File: src/rtl/bound_flasher_param_if.sv
// Control/status bundle between a bound flasher and its driver.
// The driver supplies flick/step/repeat; the flasher returns the LED bar and status.
interface bound_flasher_param_if #(
  parameter int W = 16
);
  logic         flick;
  logic         step_en;
  logic         auto_repeat;
  logic [W-1:0] LED;
  logic         busy;
  logic [2:0]   phase;
  logic         done;

  modport master (
    output flick, step_en, auto_repeat,
    input  LED, busy, phase, done
  );

  modport slave (
    input  flick, step_en, auto_repeat,
    output LED, busy, phase, done
  );
endinterface

File: src/rtl/bound_flasher_param.sv
// Parametrised bound flasher: W-bit thermometer bar swept through six up/down
// phases with flick kickback at the intermediate peaks, step-enable and auto-repeat.
module bound_flasher_param #(
  parameter int W   = 16,
  parameter int K1  = 6,
  parameter int K2  = 11,
  parameter int KLO = 5
) (
  input  logic                  clk,
  input  logic                  rst_n,
  bound_flasher_param_if.slave  bus
);
  localparam int LW = $clog2(W + 1);

  if (W < 4 || W > 64 || KLO < 1 || KLO >= K1 || K1 >= K2 || K2 >= W) begin : g_bad_params
    $error("bound_flasher_param: illegal parameters W=%0d K1=%0d K2=%0d KLO=%0d",
           W, K1, K2, KLO);
  end

  typedef enum logic {IDLE, ACTIVE} run_t;

  run_t          run_q, run_d;
  logic [2:0]    idx_q, idx_d;
  logic [LW-1:0] lvl_q, lvl_d;
  logic          done_d;
  logic [LW-1:0] target;
  logic          up;
  logic          at_peak;
  logic [W-1:0]  led_d;

  always_ff @(posedge clk or negedge rst_n) begin
    if (!rst_n) begin
      run_q     <= IDLE;
      idx_q     <= '0;
      lvl_q     <= '0;
      bus.LED   <= '0;
      bus.busy  <= 1'b0;
      bus.phase <= '0;
      bus.done  <= 1'b0;
    end else begin
      run_q     <= run_d;
      idx_q     <= idx_d;
      lvl_q     <= lvl_d;
      bus.LED   <= led_d;
      bus.busy  <= (run_d == ACTIVE);
      bus.phase <= (run_d == ACTIVE) ? idx_d : '0;
      bus.done  <= done_d;
    end
  end

  // Even phases climb, odd phases fall; each has a fixed target level.
  always_comb begin
    target = '0;
    case (idx_q)
      3'd0:    target = LW'(K1);
      3'd2:    target = LW'(K2);
      3'd3:    target = LW'(KLO);
      3'd4:    target = LW'(W);
      default: target = '0;
    endcase
  end

  assign up      = ~idx_q[0];
  assign at_peak = (lvl_q == LW'(K1)) || (lvl_q == LW'(K2));

  always_comb begin
    run_d  = run_q;
    idx_d  = idx_q;
    lvl_d  = lvl_q;
    done_d = 1'b0;
    if (bus.step_en) begin
      if (run_q == IDLE) begin
        if (bus.flick) begin
          run_d = ACTIVE;
          idx_d = 3'd0;
          lvl_d = LW'(1);
        end
      end else if (up) begin
        if (idx_q != 3'd0 && bus.flick && at_peak) begin
          idx_d = idx_q - 3'd1;
          lvl_d = lvl_q - LW'(1);
        end else if (lvl_q < target) begin
          lvl_d = lvl_q + LW'(1);
        end else begin
          idx_d = idx_q + 3'd1;
          lvl_d = lvl_q - LW'(1);
        end
      end else begin
        if (lvl_q > target) begin
          lvl_d = lvl_q - LW'(1);
        end else if (idx_q != 3'd5) begin
          idx_d = idx_q + 3'd1;
          lvl_d = lvl_q + LW'(1);
        end else begin
          done_d = 1'b1;
          idx_d  = 3'd0;
          if (bus.auto_repeat) begin
            lvl_d = LW'(1);
          end else begin
            run_d = IDLE;
            lvl_d = '0;
          end
        end
      end
    end
  end

  always_comb begin
    led_d = '0;
    for (int unsigned i = 0; i < W; i++) begin
      led_d[i] = (lvl_d > LW'(i));
    end
  end
endmodule
File: src/flat_wrapper.sv
// flat-port wrapper written by rule: the top's interface ports become plain ports
module bound_flasher_param_flat 
#(
  parameter int W   = 16,
  parameter int K1  = 6,
  parameter int K2  = 11,
  parameter int KLO = 5
)
  (clk, rst_n, bus_flick, bus_step_en, bus_auto_repeat, bus_LED, bus_busy, bus_phase, bus_done);
  bound_flasher_param_if #(.W(W)) bus_i ();
  input  logic clk;
  input  logic rst_n;
  input wire logic [$bits(bus_i.flick)-1:0] bus_flick;
  input wire logic [$bits(bus_i.step_en)-1:0] bus_step_en;
  input wire logic [$bits(bus_i.auto_repeat)-1:0] bus_auto_repeat;
  output wire logic [$bits(bus_i.LED)-1:0] bus_LED;
  output wire logic [$bits(bus_i.busy)-1:0] bus_busy;
  output wire logic [$bits(bus_i.phase)-1:0] bus_phase;
  output wire logic [$bits(bus_i.done)-1:0] bus_done;
  assign bus_i.flick = bus_flick;
  assign bus_i.step_en = bus_step_en;
  assign bus_i.auto_repeat = bus_auto_repeat;
  assign bus_LED = bus_i.LED;
  assign bus_busy = bus_i.busy;
  assign bus_phase = bus_i.phase;
  assign bus_done = bus_i.done;
  bound_flasher_param #(.W(W), .K1(K1), .K2(K2), .KLO(KLO)) u_core (.clk(clk), .rst_n(rst_n), .bus(bus_i));
endmodule
File: config.mk
export PLATFORM = sky130hd
export DESIGN_NAME = bound_flasher_param_flat
export DESIGN_NICKNAME = d
export VERILOG_FILES = /design/src/rtl/bound_flasher_param_if.sv /design/src/rtl/bound_flasher_param.sv /design/src/flat_wrapper.sv
export SDC_FILE = /design/constraint.sdc
export NUM_CORES = 1
export LEC_CHECK = 0
export BUFFER_PORTS_ARGS = -buffer_cell sky130_fd_sc_hd__buf_2
export CAP_MARGIN = 20
export CORE_MARGIN = 4
export CORE_UTILIZATION = 38
export CTS_BUF_LIST = sky130_fd_sc_hd__clkbuf_16
export DETAILED_ROUTE_END_ITERATION = 6
export PLACE_DENSITY_LB_ADDON = 0.3
export SETUP_SLACK_MARGIN = 0.2
export SLEW_MARGIN = 20
export SYNTH_ARGS = -nofsm -noshare
export SYNTH_HDL_FRONTEND = slang
export SYNTH_SLANG_ARGS = --single-unit
File: constraint.sdc
create_clock -name clk -period 3.85 [get_ports clk]
set_input_delay 0.77 -clock clk [delete_from_list [all_inputs] [get_ports clk]]
set_output_delay 0.77 -clock clk [all_outputs]
set_load 0.02 [all_outputs]
# Yosys cells after proc, flatten, opt, wreduce, memory -nomap -nowiden
# Index checks and enable logic that the tools add are counted.
# totals
regBits	29
input_bits	5
elab_cells	70
# classes
magnitude_cmp	18
reduce_logical	5
muxes	31
addsub	4
n_eq_ne	6
# ops
op	count
5-bit by 4-bit > comparator with 1-bit output, second input constant	8
5-bit 2-to-1 mux	8
3-bit 2-to-1 mux	9
5-bit by 3-bit > comparator with 1-bit output, second input constant	4
5-bit one-hot mux with 4 select lines	1
1-bit 2-to-1 mux	13
5-bit by 1-bit > comparator with 1-bit output, second input constant	2
5-bit by 2-bit > comparator with 1-bit output, second input constant	2
3-bit by 2-bit == test with 1-bit output, second input constant	2
5-bit by 1-bit adder with 5-bit output, second input constant	1
5-bit by 3-bit == test with 1-bit output, second input constant	1
5-bit by 4-bit == test with 1-bit output, second input constant	1
5-bit > comparator	1
5-bit less-than comparator	1
5-bit by 1-bit subtractor with 5-bit output, second input constant	1
3-bit by 1-bit adder with 3-bit output, second input constant	1
3-bit == test, second input constant	1
3-bit zero test	1
3-bit inequality test, second input constant	1
3-bit nonzero test	1
3-bit by 1-bit subtractor with 3-bit output, second input constant	1
1-bit logical AND	2
1-bit logical OR	1

# Logic depth before layout (Yosys ltp)
# Gate-level depths: netlist of the first run.
# logic_depth
depth_word	9
depth_mapped	15
ltp_nobuf	12

# Worst setup path after synthesis of the first run
# OpenSTA, ideal clock, no wires.
# synth_timing
path_kind	reg-to-reg
startpoint	register u_core.idx_q[0]
endpoint	register u_core.bus.LED[0]
path_slack_ns	0.648
arrival_ns	3.073
period_less_slack_ns	3.202
path_stages_with_launch	15
path_cell_list	dfrtp_1 -> buf_4 -> inv_1 -> ha_1 -> nor2b_4 -> o21ai_0 -> ha_1 -> and3_2 -> o21ai_1 -> a32oi_1 -> a311o_2 -> and3_4 -> a211oi_4 -> buf_6 -> nand3_1
# synth_between
elab_chain_cells	9
# synth_lines
element	line	source
start: declaration	bound_flasher_param.sv:23	logic [2:0] idx_q, idx_d;
start signal: assignment	bound_flasher_param.sv:42	idx_q <= idx_d;
3-bit == test, or another cell as far along	bound_flasher_param.sv:54	case (idx_q)
5-bit one-hot mux with 4 select lines	bound_flasher_param.sv:54	
5-bit less-than comparator	bound_flasher_param.sv:82	end else if (lvl_q < target) begin
5-bit 2-to-1 mux	bound_flasher_param.sv:82	
5-bit 2-to-1 mux	bound_flasher_param.sv:79	if (idx_q != 3'd0 && bus.flick && at_peak) begin
5-bit 2-to-1 mux *	bound_flasher_param.sv:78	end else if (up) begin
5-bit 2-to-1 mux *	bound_flasher_param.sv:72	if (run_q == IDLE) begin
5-bit 2-to-1 mux *	bound_flasher_param.sv:71	if (bus.step_en) begin
5-bit by 1-bit > comparator with 1-bit output *	bound_flasher_param.sv:111	led_d[i] = (lvl_d > LW'(i));
via u_core.led_d[0]	bound_flasher_param.sv:29	logic [W-1:0] led_d;
end signal: assignment	bound_flasher_param.sv:44	bus.LED <= led_d;
end: declaration	bound_flasher_param_if.sv:21	output LED, busy, phase, done
# The timed path passes the listed nets; every way through them passes the cells marked *.

# Worst setup path in the final report of the first run
# layout_timing
startpoint	register u_core.idx_q[0]
endpoint	register u_core.bus.LED[14]
# layout_between
elab_chain_cells	9
# layout_lines
element	line
3-bit == test, or another cell as far along	bound_flasher_param.sv:54
5-bit one-hot mux with 4 select lines	bound_flasher_param.sv:54
5-bit less-than comparator	bound_flasher_param.sv:82
5-bit 2-to-1 mux	bound_flasher_param.sv:82
5-bit 2-to-1 mux	bound_flasher_param.sv:79
5-bit 2-to-1 mux *	bound_flasher_param.sv:78
5-bit 2-to-1 mux *	bound_flasher_param.sv:72
5-bit 2-to-1 mux *	bound_flasher_param.sv:71
5-bit by 4-bit > comparator with 1-bit output *	bound_flasher_param.sv:111
via u_core.led_d[14]	bound_flasher_param.sv:29
# Marks and branches as above.

==> reports/metrics.yaml, run 1 <==
global_route:
  track_usage_pct: 14.7
  grt_max_degree: 30
  grt_pass1_wl_um: 6920
  grt_pass1_vias: 1394
  antenna_found_initial: 0
  grt_overflow: 0
synthesis:
  synth_top_area_share_pct: 40.9
  async_flop_share_pct: 100
  synth_nets: 197
  yosysSeqAreaShare_pct: 40.9
  synth_cell_types: 54
  synth_area_mm2: 0.00178
  synth_warnings: 0
  ys_ff_latch: 29
  synthCells: 178
  synth_ff_type: "dfrtp_1"
  synth_commonest_cells: "29 x dfrtp_1, 15 x o21ai_0, 14 x ha_1, 13 x inv_1, 13 x nand2_1"
  synth_largest_area_cell: "dfrtp_1"
  synth-edff-count: 0
  syn_area_per_cell_um2: 9.97
  yosysMostFrequentCell: "dfrtp_1"
  synth_area_leaders: "dfrtp_1 41%, ha_1 9.9%, o21ai_0 4.2%"
place:
  hpwl_um: 2950
  portBuffers: 25
  routabilityCongestion: 0.880
setup_path:
  path_buf_inv: 2
  crit_start: "u_core.idx_q[0]$_DFF_PN0_"
  slowest_delay_ns: 0.38
  cp-end-kind: "register"
  rr_endpoint: "u_core.bus.LED[14]$_DFF_PN0_"
  critPathKind: "reg2reg"
  path_cells: "inv_1 > ha_1 > nor2b_4 > o21ai_0 > ha_1 > and3_2 > o21ai_1 > nand3_1 > mux2_2 > a211oi_1 > a22oi_2 > buf_12 > o31ai_2"
  cpMostUsedCell: "ha_1"
  crit_fanout: 16
  crit_required_ns: 4.02
  path_delay_family: "compound AO/OA/AOI/OAI gates"
  rr_worst_depth: 13
  r2r_start: "u_core.idx_q[0]$_DFF_PN0_"
  crit_slowest_cell: "dfrtp_1"
  arrival_ns: 3.65
  r2r_slack_ns: 0.37
  cp-start-kind: "register"
floorplan:
  die_x_um: 76.4
  start_util_pct: 39.9
  io_pins: 26
  coreArea_mm2: 0.00444
  die_height_um: 76.4
  floorplan.rows: 24
  die-area_mm2: 0.00583
timing:
  fin_tns_setup_ns: 0
  maxSlewHeadroom_pct: 50.3
  setup_viol: 0
  worst_pin_slew_ns: 0.738
  fmax_mhz: 287
  hold_viol_final: 0
  slew_viol_final: 0
  rsz0062_at_grt: "no"
  post-route-period-util_pct: 90.4
  skew_ns: 0.00454
  period_needed_ns: 3.48
routing:
  routedWlPerCell_um: 15.8
  via_count: 1506
  drt_iter0_markers: 70
  drtPass1Iterations: 4
  drt_wl_total_um: 4150
  viasPerCell: 5.73
  detail-route-antenna-nets: 0
  drc: 0
cts:
  cts_max_path_buffers: 2
  cts_tree: "yes"
  cts_buffers: 5
  cts.sinks: 29
  htree_levels: 2
  clk_latency_ns: 0.27
  root_buffer: "clkbuf_16"
  clk_pin_slew_ns: 0.05
status:
  status: "finished clean"
final_layout:
  area_growth_pct: 21.8
  n_fill_cell: 412
  fin_nets: 229
  antennaDiodeCount: 0
  drive_gt1_share_pct: 25.6
hold_path:
  hold_path.class: "in2async"
job:
  drv_cap: 0
==> worst max path at each step <==
stage / to / cells past startpoint / slack [ns]
6_report: u_core.bus.LED[14]$_DFF_PN0_ / 13 / 0.37
2_1_floorplan: u_core.bus.LED[0]$_DFF_PN0_ / 14 / 0.65
3_5_place_dp: u_core.bus.LED[13]$_DFF_PN0_ / 12 / 0.38
4_1_cts: u_core.bus.LED[13]$_DFF_PN0_ / 12 / 0.32
3_3_place_gp: u_core.bus.LED[14]$_DFF_PN0_ / 12 / 0.37
5_1_grt: u_core.bus.LED[14]$_DFF_PN0_ / 13 / 0.19
==> cells by family (layout without fill, tap and decap cells) <==
family / after synthesis / count (layout) / share of synthesized area (%)
muxes: 2 / 2 / 1.20
buffers and inverters: 19 / 52 / 5.14
AOI/OAI and AO/OA: 60 / 60 / 25.8
adders and majority gates: 14 / 14 / 9.87
and+or+nand+nor: 54 / 54 / 17.1
DFF: 29 / 29 / 40.9
==> layout by cell type (no fill, tap or decap), drive strengths merged, types with 2 or more instances in the layout <==
cell / instances
a32oi: 2
clkbuf: 5
a31oi: 3
a211oi: 4
nand2b: 2
a32o: 2
ha: 14
a21oi: 9
o21ai: 19
nand2: 14
o211ai: 2
nor2: 7
and2: 5
inv: 14
and3: 4
a311oi: 2
o31ai: 3
nor3: 2
buf: 31
dfrtp: 29
nand3b: 4
o21a: 2
nor2b: 3
nand3: 10
==> cell type report <==
type	instances	area, µm²	area share [%]
multi-input cells	130	977	45.2
clock inverters	3	37.5	1.74
clock buffers	5	125	5.79
inverters	13	48.8	2.26
well taps	52	65.1	3.01
flip-flops and latches	29	726	33.6
repair buffers	31	183	8.45
==> layer usage <==
layer  track usage [%]  vias to the layer above  routed length (µm)
met4              5.43                        0                  51
met1              19.6                      741                1910
met5                 0                        -                   0
met3              2.60                        6                 176
li1                  -                      719                   -
met2              23.9                       40                2020
==> metrics by stage <==
| stage | hold slack (ns) | util [%] | cells | worst slack, ns | instance area [µm²] |
|---|---|---|---|---|---|
| 2_1_floorplan | 0.474 | - | 178 | 0.648 | 1780 |
| 3_3_place_gp | 0.739 | 43.9 | 253 | 0.375 | 1950 |
| 3_5_place_dp | 0.714 | 43.9 | 253 | 0.382 | 1950 |
| 4_1_cts | 0.532 | 47.6 | 261 | 0.322 | 2120 |
| 5_1_grt | 0.575 | 48.6 | 263 | 0.189 | 2160 |
| 6_report | 0.514 | 48.6 | 263 | 0.368 | 2160 |
==> registers in the layout, indices dropped and copies added, names as in the netlist <==
register	cells
u_core.bus.LED	16
u_core.bus.busy	1
u_core.bus.done	1
u_core.bus.phase	3
u_core.idx_q	3
u_core.lvl_q	5
==> timing repair <==
| item | 4_1_cts | 5_1_grt |
|---|---|---|
| resized for setup | 0 | 2 |
| hold buffers | 0 | 0 |
| setup buffers | 0 | 2 |
| endpoints found under the setup margin | 0 | 18 |
Power of run 1 is left out: the tool's default activity adds up to more than one toggle a clock period on the data nets, which glitch-free logic cannot reach.
==> run 2, diff against run 1 <==
==> constraint.sdc (replaced) <==
create_clock -name clk -period 3.8 [get_ports clk]
set_input_delay 0.76 -clock clk [delete_from_list [all_inputs] [get_ports clk]]
set_output_delay 0.76 -clock clk [all_outputs]
set_load 0.02 [all_outputs]
==> run 2 against run 1 <==
Cell count stayed put. First-iteration DRC count is 51% higher. Setup slack better by 0.15 ns. Clock-buffer cell count stayed put. Utilization is 0.17 points higher. Sequential cell count stayed put. Critical endpoint unchanged.
==> reports/metrics.yaml, run 2 (synthesis results as in run 1) <==
routing:
  drt_wl_total_um: 4170  # +0.43%
  drc: 0  # unchanged
  routedWlPerCell_um: 15.9  # +0.43%
  drt_iter0_markers: 106  # +51%
  viasPerCell: 5.65  # -1.4%
  drtPass1Iterations: 6  # +2
  via_count: 1485  # -1.4%
  detail-route-antenna-nets: 0  # unchanged
timing:
  maxSlewHeadroom_pct: 50.3  # about the same
  fmax_mhz: 305  # +6.0%
  setup_viol: 0  # unchanged
  slew_viol_final: 0  # unchanged
  rsz0062_at_grt: "no"
  period_needed_ns: 3.28  # -0.198 ns
  post-route-period-util_pct: 86.4  # -4.0 points
  fin_tns_setup_ns: 0  # unchanged
  hold_viol_final: 0  # unchanged
  worst_pin_slew_ns: 0.737  # -0.000386 ns
  skew_ns: 0.00459  # +0.0000510 ns
setup_path:
  critPathKind: "reg2reg"
  rr_worst_depth: 13  # unchanged
  arrival_ns: 3.46  # -0.19 ns
  slowest_delay_ns: 0.38  # about the same
  cpMostUsedCell: "ha_1"
  crit_slowest_cell: "dfrtp_1"
  path_cells: "inv_1 > ha_1 > nor2b_4 > o21ai_0 > ha_1 > and3_2 > o21ai_2 > nand3_1 > mux2_2 > a211oi_1 > a22oi_2 > buf_12 > o31ai_2"
  cp-end-kind: "register"
  cp-start-kind: "register"
  crit_required_ns: 3.97  # -0.05 ns
  crit_fanout: 16  # unchanged
floorplan:
  die-area_mm2: 0.00583  # unchanged
  die_height_um: 76.4  # unchanged
  die_x_um: 76.4  # unchanged
  start_util_pct: 39.9  # unchanged
  floorplan.rows: 24  # unchanged
  io_pins: 26  # unchanged
  coreArea_mm2: 0.00444  # unchanged
final_layout:
  drive_gt1_share_pct: 26.5  # +0.95 points
  antennaDiodeCount: 0  # unchanged
  fin_nets: 229  # unchanged
  final_cell_mix: "29 x dfrtp_1, 25 x buf_2, 15 x o21ai_0, 14 x inv_1, 14 x ha_1"
  largest_reg_flops: 16  # unchanged
  finalNonFillerCells: 263  # unchanged
  largest_registers: "u_core.bus.LED: 16 flops, u_core.lvl_q: 5 flops"
  seq_area_um2: 726  # unchanged
  top_register: "u_core.bus.LED"
  utilization_pct: 48.8  # +0.17 points
  area_growth_pct: 22.2
  final_common_cell: "dfrtp_1"
  multi_input_area_um2: 985  # +0.77%
  n_fill_cell: 408  # -0.97%
place:
  dp.cells: 253  # unchanged
  portBuffers: 25  # unchanged
  hpwl_um: 2950  # unchanged
  routabilityCongestion: 0.880  # unchanged
global_route:
  grt_overflow: 0  # unchanged
  grt_max_degree: 30  # unchanged
  grt_pass1_wl_um: 6920  # unchanged
  track_usage_pct: 14.7  # unchanged
  antenna_found_initial: 0  # unchanged
  grt_pass1_vias: 1394  # unchanged
cts:
  clk_pin_slew_ns: 0.05  # about the same
  cts_tree: "yes"
  cts_buffers: 5  # unchanged
  cts_max_path_buffers: 2  # unchanged
  clk_latency_ns: 0.27  # about the same
  htree_levels: 2  # unchanged
  hold_buffers: 0  # unchanged
  cts.sinks: 29  # unchanged
  root_buffer: "clkbuf_16"
hold_path:
  hold_path.class: "in2async"
status:
  status: "finished clean"
job:
  drv_cap: 0  # unchanged
-- run 2: critical path: cells and delay by family (launching register included) --
family          cells  cell delay, ns
compound gates      5            0.91
fa+ha+maj           2            0.51
simple gates        3            0.66
flops               1            0.38
mux                 1            0.33
buf+inv             2            0.39
-- run 2: worst paths after layout --
path | startpoint | end | slack [ns]
worst max-delay path | u_core.idx_q[0]$_DFF_PN0_ | u_core.bus.LED[14]$_DFF_PN0_ | 0.52
worst min-delay path | rst_n | u_core.bus.phase[1]$_DFF_PN0_ | 0.50
worst max register to register | u_core.idx_q[0]$_DFF_PN0_ | u_core.bus.LED[14]$_DFF_PN0_ | 0.52
worst min register to register | u_core.bus.busy$_DFF_PN0_ | u_core.bus.busy$_DFF_PN0_ | 0.75
max in group asynchronous | rst_n | u_core.bus.LED[13]$_DFF_PN0_ | 2.89
min in group clk | u_core.bus.busy$_DFF_PN0_ | u_core.bus.busy$_DFF_PN0_ | 0.75
-- run 2: layout make-up --
class | instances | area share [%]
Multi-Input combinational cell | 130 | 45.4
Sequential cell | 29 | 33.4
Timing Repair Buffer | 31 | 8.42
Clock buffer | 5 | 5.77
Tap cell | 52 | 3.00
Inverter | 13 | 2.25
Clock inverter | 3 | 1.73
-- run 2: per-layer routing --
layer	GRT usage [%]	vias to the layer above	wire length, µm
met5	0	-	0
met4	5.43	0	51
met3	2.60	6	170
met2	23.9	36	2030
met1	19.6	722	1920
li1	-	721	-
-- run 2: stage by stage --
stage	hold slack, ns	setup slack, ns	instance area (µm²)
CTS	0.522	0.272	2120
floorplan	0.464	0.598	1780
detailed placement	0.714	0.332	1950
global route	0.565	0.306	2170
finish	0.503	0.516	2170
global placement	0.739	0.325	1950
-- run 2: timing repair --
action | CTS | global route
buffers inserted | 0 | 2
resized for setup | 0 | 4
endpoints found under the setup margin | 0 | 18
Power of run 2 is left out for the same reason.
==> run 3, diff against run 2 <==
--- a/config.mk
+++ b/config.mk
@@ -9,10 +9,11 @@
 export CAP_MARGIN = 20
 export CORE_MARGIN = 4
 export CORE_UTILIZATION = 38
-export CTS_BUF_LIST = sky130_fd_sc_hd__clkbuf_16
+export CTS_BUF_LIST = sky130_fd_sc_hd__clkbuf_8 sky130_fd_sc_hd__clkbuf_16
 export DETAILED_ROUTE_END_ITERATION = 6
 export PLACE_DENSITY_LB_ADDON = 0.3
 export SETUP_SLACK_MARGIN = 0.2
+export SKIP_LAST_GASP = 1
 export SLEW_MARGIN = 20
 export SYNTH_ARGS = -nofsm -noshare
 export SYNTH_HDL_FRONTEND = slang
==> run 3 against run 2 <==
Hold slack got worse by 0.0089 ns. Maximum frequency fell by 0.85%. Non-clock buffer count fell by 1. Utilization fell by 1.2 points. Global-route usage fell by 0.36 points. Clock-buffer cell count rose by 1. Sequential cell count did not move. Critical path depth fell by 1. First-iteration DRC count fell by 12%. Wire length fell by 0.38%.
==> reports/metrics.yaml, run 3 (synthesis results as in run 1) <==
status:
  status: "finished clean"
floorplan:
  die_height_um: 76.4  # unchanged
  die-area_mm2: 0.00583  # unchanged
  io_pins: 26  # unchanged
  die_x_um: 76.4  # unchanged
  start_util_pct: 39.9  # unchanged
  floorplan.rows: 24  # unchanged
  coreArea_mm2: 0.00444  # unchanged
setup_path:
  arrival_ns: 3.49  # +0.03 ns
  rr_endpoint: "u_core.bus.LED[14]$_DFF_PN0_"
  cpMostUsedCell: "ha_1"
  path_delay_family: "compound AO/OA/AOI/OAI gates"
  cp-end-kind: "register"
  r2r_slack_ns: 0.49  # -0.03 ns
  critPathKind: "reg2reg"
  r2r_start: "u_core.idx_q[1]$_DFF_PN0_"
  rr_worst_depth: 12  # -1
  crit_slowest_cell: "dfrtp_1"
  path_cells: "inv_1 > ha_1 > o21ai_0 > ha_1 > nor2b_1 > o21ai_2 > nand3_1 > mux2_2 > a211oi_1 > a22oi_2 > buf_12 > o31ai_2"
  path_buf_inv: 2  # unchanged
  cp-start-kind: "register"
  crit_required_ns: 3.98  # about the same
  crit_fanout: 16  # unchanged
  slowest_delay_ns: 0.45  # +0.07 ns
place:
  portBuffers: 25  # unchanged
  hpwl_um: 2950  # unchanged
  preCtsSetupSlack_ns: 0.332  # unchanged
  routabilityCongestion: 0.880  # unchanged
timing:
  setup_viol: 0  # unchanged
  maxSlewHeadroom_pct: 50.3  # about the same
  hold_ws_ns: 0.494  # -0.00893 ns
  worst_pin_slew_ns: 0.738  # +0.000594 ns
  fin_tns_setup_ns: 0  # unchanged
  slew_viol_final: 0  # unchanged
  skew_ns: 0.00612  # +0.00153 ns
  rsz0062_at_grt: "no"
  period_needed_ns: 3.31  # +0.0280 ns
  fin_ws_ns: 0.488  # -0.0280 ns
  post-route-period-util_pct: 87.2  # +0.74 points
  hold_viol_final: 0  # unchanged
  fmax_mhz: 302  # -0.85%
cts:
  cts.sinks: 29  # unchanged
  cts_buffers: 5  # unchanged
  root_buffer: "clkbuf_8"
  cts_tree: "yes"
  hold_buffers: 0  # unchanged
  clk_latency_ns: 0.27  # about the same
  cts_max_path_buffers: 2  # unchanged
  clk_pin_slew_ns: 0.06  # about the same
  htree_levels: 2  # unchanged
routing:
  drc: 0  # unchanged
  viasPerCell: 5.66  # +0.18%
  drt_wl_total_um: 4150  # -0.38%
  drt_iter0_markers: 93  # -12%
  drtPass1Iterations: 4  # -2
  via_count: 1482  # -0.20%
  routedWlPerCell_um: 15.9  # about the same
  detail-route-antenna-nets: 0  # unchanged
final_layout:
  largest_registers: "u_core.bus.LED: 16 flops, u_core.lvl_q: 5 flops"
  largest_reg_flops: 16  # unchanged
  top_register: "u_core.bus.LED"
  antennaDiodeCount: 0  # unchanged
  drive_gt1_share_pct: 27.1  # +0.60 points
  final_cell_mix: "29 x dfrtp_1, 25 x buf_2, 15 x o21ai_0, 14 x ha_1"
  fin_nets: 228  # -0.44%
  utilization_pct: 47.6  # -1.2 points
  area_growth_pct: 19.2
  final_common_cell: "dfrtp_1"
global_route:
  grt_pass1_wl_um: 6870  # -0.79%
  antenna_found_initial: 0  # unchanged
  grt_pass1_vias: 1404  # +0.72%
  grt_max_degree: 30  # unchanged
  track_usage_pct: 14.3  # -0.36 points
  grt_overflow: 0  # unchanged
job:
  drv_cap: 0  # unchanged
hold_path:
  hold_path.class: "in2async"
==> run 3: metal layers <==
| layer | up-vias | routed length, µm | track usage, % |
|---|---|---|---|
| met5 | - | 0 | 0 |
| met2 | 17 | 2010 | 23.7 |
| met3 | 7 | 86 | 2.25 |
| met1 | 737 | 1970 | 19.0 |
| li1 | 721 | - | - |
| met4 | 0 | 82 | 5.07 |
==> run 3: metrics by stage <==
stage	cell area, µm²	std cells
2_1_floorplan	1780	178
5_1_grt	2120	262
3_3_place_gp	1950	253
3_5_place_dp	1950	253
4_1_cts	2070	261
6_report	2120	262
==> run 3: how the worst max path moves through the flow <==
stage | slack (ns) | cells past startpoint | to | start
floorplan | 0.60 | 14 | u_core.bus.LED[0]$_DFF_PN0_ | u_core.idx_q[0]$_DFF_PN0_
global placement | 0.32 | 12 | u_core.bus.LED[14]$_DFF_PN0_ | u_core.idx_q[0]$_DFF_PN0_
detailed placement | 0.33 | 12 | u_core.bus.LED[13]$_DFF_PN0_ | u_core.idx_q[0]$_DFF_PN0_
CTS | 0.30 | 12 | u_core.bus.LED[13]$_DFF_PN0_ | u_core.idx_q[0]$_DFF_PN0_
global route | 0.25 | 13 | u_core.bus.LED[12]$_DFF_PN0_ | u_core.idx_q[1]$_DFF_PN0_
finish | 0.49 | 12 | u_core.bus.LED[14]$_DFF_PN0_ | u_core.idx_q[1]$_DFF_PN0_
==> run 3: cell type report <==
cell class | instances | area (µm²)
Tap cell | 52 | 65.1
Multi-Input combinational cell | 130 | 985
Clock inverter | 2 | 33.8
Inverter | 13 | 48.8
Fill cell | 414 | 2330
Timing Repair Buffer | 30 | 175
Clock buffer | 6 | 82.6
Sequential cell | 29 | 726
==> run 3: what timing repair did <==
action | in CTS | in global routing
endpoints found under the setup margin | 0 | 18
buffers inserted | 0 | 1
gates resized for setup | 0 | 5
hold endpoints to repair | 0 | 0
Power of run 3 is left out for the same reason.
